**src/rtl/jt51_timer_ctrl_if.sv**
```systemverilog
// Host bus of the jt51 timer front end: YM2151-style write strobes,
// write data and the status/busy return path.
interface jt51_timer_ctrl_if;
  logic       cs_n;
  logic       wr_n;
  logic       a0;
  logic [7:0] din;
  logic [7:0] dout;
  logic       busy;

  // CPU side drives strobes and data, reads status
  modport master (
    output cs_n, wr_n, a0, din,
    input  dout, busy
  );

  // Register front end receives strobes and data, returns status
  modport slave (
    input  cs_n, wr_n, a0, din,
    output dout, busy
  );
endinterface

```
**src/rtl/jt51_timer_ctrl.sv**
```systemverilog
// jt51 timer register front end: decodes YM2151 writes to registers
// 0x10/0x11/0x12/0x14 into timer controls, runs the write-busy counter
// and returns the status byte {busy, 5'b0, flag_B, flag_A}.
module jt51_timer_ctrl #(
  parameter int BUSY_CYCLES = 32,
  parameter int BUSY_W      = 6
) (
  input  logic                 clk,
  input  logic                 rst_n,
  input  logic                 cen,
  jt51_timer_ctrl_if.slave     bus,
  input  logic                 flag_A,
  input  logic                 flag_B,
  output logic [9:0]           value_A,
  output logic [7:0]           value_B,
  output logic                 load_A,
  output logic                 load_B,
  output logic                 enable_irq_A,
  output logic                 enable_irq_B,
  output logic                 clr_flag_A,
  output logic                 clr_flag_B,
  output logic                 csm
);

  localparam logic [0:0]        ST_IDLE  = 1'b0;
  localparam logic [0:0]        ST_BUSY  = 1'b1;
  localparam logic [BUSY_W-1:0] LP_LOAD  = BUSY_W'(BUSY_CYCLES);
  localparam logic [BUSY_W-1:0] LP_ONE   = BUSY_W'(1);
  localparam bit                LP_BUSY_EN = (BUSY_CYCLES > 0);

  logic              r_strobe_prev;
  logic [7:0]        r_addr;
  logic [9:0]        r_value_A;
  logic [7:0]        r_value_B;
  logic              r_load_A;
  logic              r_load_B;
  logic              r_en_A;
  logic              r_en_B;
  logic              r_csm;
  logic              r_clr_A;
  logic              r_clr_B;
  logic [0:0]        r_state;
  logic [BUSY_W-1:0] r_cnt;
  logic [7:0]        r_dout;

  logic              w_strobe;
  logic              w_event;
  logic              w_addr_wr;
  logic              w_data_wr;
  logic              w_busy;

  assign w_busy    = (r_state == ST_BUSY);
  assign w_strobe  = ~bus.cs_n & ~bus.wr_n;
  assign w_event   = w_strobe & ~r_strobe_prev;
  assign w_addr_wr = w_event & ~bus.a0;
  // data writes arriving while busy are dropped without side effects
  assign w_data_wr = w_event & bus.a0 & ~w_busy;

  // Strobe history for edge detection, independent of cen
  always_ff @(posedge clk or negedge rst_n) begin
    if (!rst_n) r_strobe_prev <= 1'b0;
    else        r_strobe_prev <= w_strobe;
  end

  // Address latch, accepted even while busy
  always_ff @(posedge clk or negedge rst_n) begin
    if (!rst_n)         r_addr <= 8'h00;
    else if (w_addr_wr) r_addr <= bus.din;
  end

  // Register file decode; clear-flag strobes last exactly one clk
  always_ff @(posedge clk or negedge rst_n) begin
    if (!rst_n) begin
      r_value_A <= 10'h000;
      r_value_B <= 8'h00;
      r_load_A  <= 1'b0;
      r_load_B  <= 1'b0;
      r_en_A    <= 1'b0;
      r_en_B    <= 1'b0;
      r_csm     <= 1'b0;
      r_clr_A   <= 1'b0;
      r_clr_B   <= 1'b0;
    end else begin
      r_clr_A <= 1'b0;
      r_clr_B <= 1'b0;
      if (w_data_wr) begin
        case (r_addr)
          8'h10: r_value_A[9:2] <= bus.din;
          8'h11: r_value_A[1:0] <= bus.din[1:0];
          8'h12: r_value_B      <= bus.din;
          8'h14: begin
            r_csm    <= bus.din[7];
            r_clr_B  <= bus.din[5];
            r_clr_A  <= bus.din[4];
            r_en_B   <= bus.din[3];
            r_en_A   <= bus.din[2];
            r_load_B <= bus.din[1];
            r_load_A <= bus.din[0];
          end
          default: ;
        endcase
      end
    end
  end

  // Busy FSM: load on accepted data write, count down on cen, stop at zero
  always_ff @(posedge clk or negedge rst_n) begin
    if (!rst_n) begin
      r_state <= ST_IDLE;
      r_cnt   <= '0;
    end else if (w_data_wr && LP_BUSY_EN) begin
      r_state <= ST_BUSY;
      r_cnt   <= LP_LOAD;
    end else if (r_state == ST_BUSY && cen) begin
      if (r_cnt > LP_ONE) begin
        r_cnt <= r_cnt - LP_ONE;
      end else begin
        r_cnt   <= '0;
        r_state <= ST_IDLE;
      end
    end
  end

  // Status byte, registered every clk
  always_ff @(posedge clk or negedge rst_n) begin
    if (!rst_n) r_dout <= 8'h00;
    else        r_dout <= {w_busy, 5'b00000, flag_B, flag_A};
  end

  assign bus.dout     = r_dout;
  assign bus.busy     = w_busy;
  assign value_A      = r_value_A;
  assign value_B      = r_value_B;
  assign load_A       = r_load_A;
  assign load_B       = r_load_B;
  assign enable_irq_A = r_en_A;
  assign enable_irq_B = r_en_B;
  assign clr_flag_A   = r_clr_A;
  assign clr_flag_B   = r_clr_B;
  assign csm          = r_csm;

endmodule

```
**src/flat_wrapper.sv**
```systemverilog
// flat-port wrapper written by rule: the top's interface ports become plain ports
module jt51_timer_ctrl_flat 
#(
  parameter int BUSY_CYCLES = 32,
  parameter int BUSY_W      = 6
)
  (clk, rst_n, cen, flag_A, flag_B, value_A, value_B, load_A, load_B, enable_irq_A, enable_irq_B, clr_flag_A, clr_flag_B, csm, bus_cs_n, bus_wr_n, bus_a0, bus_din, bus_dout, bus_busy);
  jt51_timer_ctrl_if bus_i ();
  input  logic clk;
  input  logic rst_n;
  input  logic cen;
  input  logic flag_A;
  input  logic flag_B;
  output logic [9:0] value_A;
  output logic [7:0] value_B;
  output logic load_A;
  output logic load_B;
  output logic enable_irq_A;
  output logic enable_irq_B;
  output logic clr_flag_A;
  output logic clr_flag_B;
  output logic csm;
  input wire logic [$bits(bus_i.cs_n)-1:0] bus_cs_n;
  input wire logic [$bits(bus_i.wr_n)-1:0] bus_wr_n;
  input wire logic [$bits(bus_i.a0)-1:0] bus_a0;
  input wire logic [$bits(bus_i.din)-1:0] bus_din;
  output wire logic [$bits(bus_i.dout)-1:0] bus_dout;
  output wire logic [$bits(bus_i.busy)-1:0] bus_busy;
  assign bus_i.cs_n = bus_cs_n;
  assign bus_i.wr_n = bus_wr_n;
  assign bus_i.a0 = bus_a0;
  assign bus_i.din = bus_din;
  assign bus_dout = bus_i.dout;
  assign bus_busy = bus_i.busy;
  jt51_timer_ctrl #(.BUSY_CYCLES(BUSY_CYCLES), .BUSY_W(BUSY_W)) u_core (.clk(clk), .rst_n(rst_n), .cen(cen), .bus(bus_i), .flag_A(flag_A), .flag_B(flag_B), .value_A(value_A), .value_B(value_B), .load_A(load_A), .load_B(load_B), .enable_irq_A(enable_irq_A), .enable_irq_B(enable_irq_B), .clr_flag_A(clr_flag_A), .clr_flag_B(clr_flag_B), .csm(csm));
endmodule
```
**config.mk**
```make
export PLATFORM = sky130hd
export DESIGN_NAME = jt51_timer_ctrl_flat
export DESIGN_NICKNAME = d
export VERILOG_FILES = /design/src/rtl/jt51_timer_ctrl_if.sv /design/src/rtl/jt51_timer_ctrl.sv /design/src/flat_wrapper.sv
export SDC_FILE = /design/constraint.sdc
export NUM_CORES = 1
export LEC_CHECK = 0
export ABC_AREA = 0
export CORE_AREA = 2 2 79 81
export CTS_BUF_LIST = sky130_fd_sc_hd__clkbuf_16
export DETAILED_ROUTE_END_ITERATION = 8
export DIE_AREA = 0 0 81 83
export GPL_TIMING_DRIVEN = 0
export PLACE_DENSITY = 0.58
export SLEW_MARGIN = 20
export SYNTH_ARGS = -nofsm -noshare
export SYNTH_HDL_FRONTEND = slang
export SYNTH_SLANG_ARGS = --single-unit
export TNS_END_PERCENT = 20
```
**constraint.sdc**
```tcl
create_clock -name clk -period 1.9 [get_ports clk]
set_clock_uncertainty 0.15 [all_clocks]
set_input_delay 0.475 -clock clk [delete_from_list [all_inputs] [get_ports clk]]
set_output_delay 0.475 -clock clk [all_outputs]
set_load 0.1 [all_outputs]
```
==> flow_metrics.env <==
export IMPL_outcome="finished clean"
export IMPL_ys_seq_elements=44
export IMPL_root_buffer="clkbuf_16"
export IMPL_cts_sinks=44
export IMPL_num_nets_final=218
export IMPL_slowest_delay_ps=560
export IMPL_crit_buf_inv=1
export IMPL_synth_top_family_by_area="multiplexers"
export IMPL_worst_slew_pin_slew_ps=555.2
export IMPL_power_density_mw_per_mm2=1171
export IMPL_final_area_mm2=0.002741
export IMPL_cts_buffers=5
export IMPL_cts_buffer_depth=2
export IMPL_synthDistinctLibCells=35
export IMPL_dp_cells=265
export IMPL_power_total_uw=3210
export IMPL_critPathLaunchType="register"
export IMPL_ir_worst_vdd_mv=0.7099
export IMPL_setup_tns_ps=0
export IMPL_wl_per_cell_um=15.58
export IMPL_rsz0062_at_grt="false"
export IMPL_final_common_cell="dfrtp_1"
export IMPL_worst_slack_ps=71.21
export IMPL_grt_pass1_wl_mm=7.403
export IMPL_h_tree_depth=2
export IMPL_grt_antenna_before_repair=0
export IMPL_core_area_mm2=0.005816
export IMPL_worstSetupPathType="register to output port"
export IMPL_dieWidth_um=81
export IMPL_gr_usage_all_layers_pct=14.31
export IMPL_dpl_cell_area_mm2=0.002497
export IMPL_syn_avg_cell_area_um2=13.70
export IMPL_grt_overflow=0
export IMPL_synth_area_mux_share_pct=18.07
export IMPL_max_freq_ghz=0.5468
export IMPL_maxSlewViolCount=0
export IMPL_worstSkewPairLatency_ps=280
export IMPL_wl_mm=4.300
export IMPL_fin_crit_ps=1829
export IMPL_endpoint_kind="output port"
export IMPL_setup_violations=0
export IMPL_antenna_cells=0
export IMPL_synth_compound_area_share_pct=6.282
export IMPL_p_leak_uw=0.001242
export IMPL_synth_adder_area_share_pct=1.295
export IMPL_die_area_mm2=0.006723
export IMPL_arrival_ps=1200
export IMPL_fillers=551
export IMPL_pre_cts_slack_ps=-629.1
export IMPL_die_h_um=83
export IMPL_synthSimpleGateAreaFrac_pct=13.21
export IMPL_hold_viol_final=0
export IMPL_ys_warn_count=0
export IMPL_slowest_stage="clkdlybuf4s15_2"
export IMPL_synth_xor_area_share_pct=0.4534
export IMPL_crit_required_ps=1270
export IMPL_drc_errors=0
export IMPL_drtPass1Iterations=4
export IMPL_slew_headroom_pct=63.16
export IMPL_drt_initial_drc_count=57
export IMPL_cp_max_fo=2
export IMPL_area_delta_synth_final_pct=41.90
export IMPL_final_cell_mix="43 x dfrtp_1, 31 x mux2_2, 27 x clkdlybuf4s15_2"
export IMPL_grt_pass1_vias=1526
export IMPL_routabilityCongestion=0.7665
export IMPL_cts_tree="yes"
export IMPL_syn_inst=141
export IMPL_min_path_type="primary input to register"
export IMPL_num_rows=28
export IMPL_cp_top_family="buffers and inverters"
export IMPL_vias=1356
export IMPL_ant_nets=0
export IMPL_fin_cells=276
export IMPL_io_pins=50
export IMPL_maxCapViolations=0
export IMPL_layout_drive_gt1_share_pct=43.28
export IMPL_path_clk_slew_ps=60
export IMPL_post_route_period_util_pct=96.25
export IMPL_portBuffers=44
export IMPL_grt_max_degree=32
export IMPL_crit_chain="clkdlybuf4s15_2"
export IMPL_vias_per_cell=4.913
export IMPL_dpl_hpwl_mm=3.042
export IMPL_initial_utilization_pct=33.22
export IMPL_ys_seq_area_share_pct=56.99
export IMPL_synth_cell_area_mm2=0.001932
==> Yosys cell counts (all sizes together) <==
| cell | count | area [um2] |
|---|---|---|
| o311ai | 2 | 17.52 |
| nand4b | 2 | 23.77 |
| nor2 | 4 | 22.52 |
| nand4 | 2 | 18.77 |
| nor3 | 6 | 30.03 |
| xnor2 | 1 | 8.760 |
| inv | 6 | 22.52 |
| o41ai | 2 | 17.52 |
| o21ai | 2 | 10.01 |
| conb | 1 | 3.750 |
| mux2 | 31 | 349.1 |
| nor3b | 1 | 7.510 |
| and4b | 1 | 10.01 |
| o211ai | 7 | 52.55 |
| nor4 | 1 | 21.27 |
| nor4bb | 1 | 10.01 |
| and2 | 1 | 6.260 |
| and3b | 1 | 8.760 |
| o2111ai | 1 | 8.760 |
| nand2 | 5 | 18.77 |
| buf | 5 | 37.54 |
| o31ai | 2 | 15.01 |
| clkbuf | 2 | 7.510 |
| nor2b | 1 | 6.260 |
| nor4b | 3 | 47.54 |
| ha | 2 | 25.02 |
| nand3 | 1 | 5.000 |
| or3 | 2 | 12.51 |
| nand2b | 1 | 6.260 |
| dfrtp | 44 | 1101 |
==> final timing paths <==
kind                            depth (start not counted)         startpoint  slack, ps                   end
worst min register to register                          1  u_core.value_A[8]        360     u_core.value_A[8]
worst min-delay path                                    2           bus_cs_n        340  u_core.r_strobe_prev
worst max register to register                          3   u_core.r_addr[0]        100     u_core.value_B[4]
max in group asynchronous                               3              rst_n        640     u_core.value_B[5]
worst max-delay path                                    1  u_core.value_A[3]         70            value_A[3]
min in group asynchronous                               2              rst_n        490    u_core.bus.dout[0]
==> sequential cells by signal (all words and copies together) (netlist names) <==
name,count
u_core.enable_irq_A,1
u_core.bus.dout,3
u_core.enable_irq_B,1
u_core.clr_flag_B,1
u_core.value_B,8
u_core.load_A,1
u_core.r_strobe_prev,1
u_core.r_cnt,6
u_core.r_addr,8
u_core.bus.busy,1
u_core.load_B,1
u_core.value_A,10
u_core.csm,1
u_core.clr_flag_A,1
==> cells by family after synthesis <==
group	after synthesis
adder cells (fa/ha/maj)	2
multiplexers	31
other	1
flip-flops	44
buffers and inverters	13
AO/OA/AOI/OAI	16
XOR/XNOR	1
AND/OR/NAND/NOR	33
==> area by class of cell <==
cell class              instances  area [um2]  share of cell area, %
multi-input cells              88       809.5                  29.53
inverters                       6       22.52                 0.8215
clock inverters                 3       42.54                  1.552
plain buffers                   6       41.29                  1.506
clock buffers                   5       125.1                  4.564
well taps                      75       93.84                  3.423
repair buffers                 49       504.2                  18.39
flip-flops and latches         44        1102                  40.21
==> routing by layer <==
layer | vias to the layer above | part of all wire [%] | GRT usage, %
met1 | 670 | 39 | 16.70
met2 | 53 | 53 | 24.72
met4 | 0 | 0.79 | 4.468
li1 | 629 | - | -
met3 | 4 | 7.0 | 4.348
met5 | - | 0 | 0
==> what timing repair did <==
action,CTS,global route
hold buffers,1,0
endpoints found under the setup margin,65,32
pin swaps,4,2
buffers inserted,2,1
resized for setup,96,2
hold endpoints to repair,13,0
==> report_power, final <==
group / total (uW) / switching, uW / internal (uW) / leakage, uW
clock network: 962 / 346 / 617 / 0.0000798
registers: 1260 / 185 / 1080 / 0.000576
logic: 983 / 665 / 318 / 0.000586
total: 3210 / 1200 / 2010 / 0.00124
==> metrics by stage <==
step	utilization, %	hold slack [ps]
after floorplan	-	29.41
after global placement	42.69	340.1
after detailed placement	42.94	246.7
after CTS	47.18	361.2
after global routing	47.14	331.8
final	47.14	342.1
(Power assumes the default switching activity.)
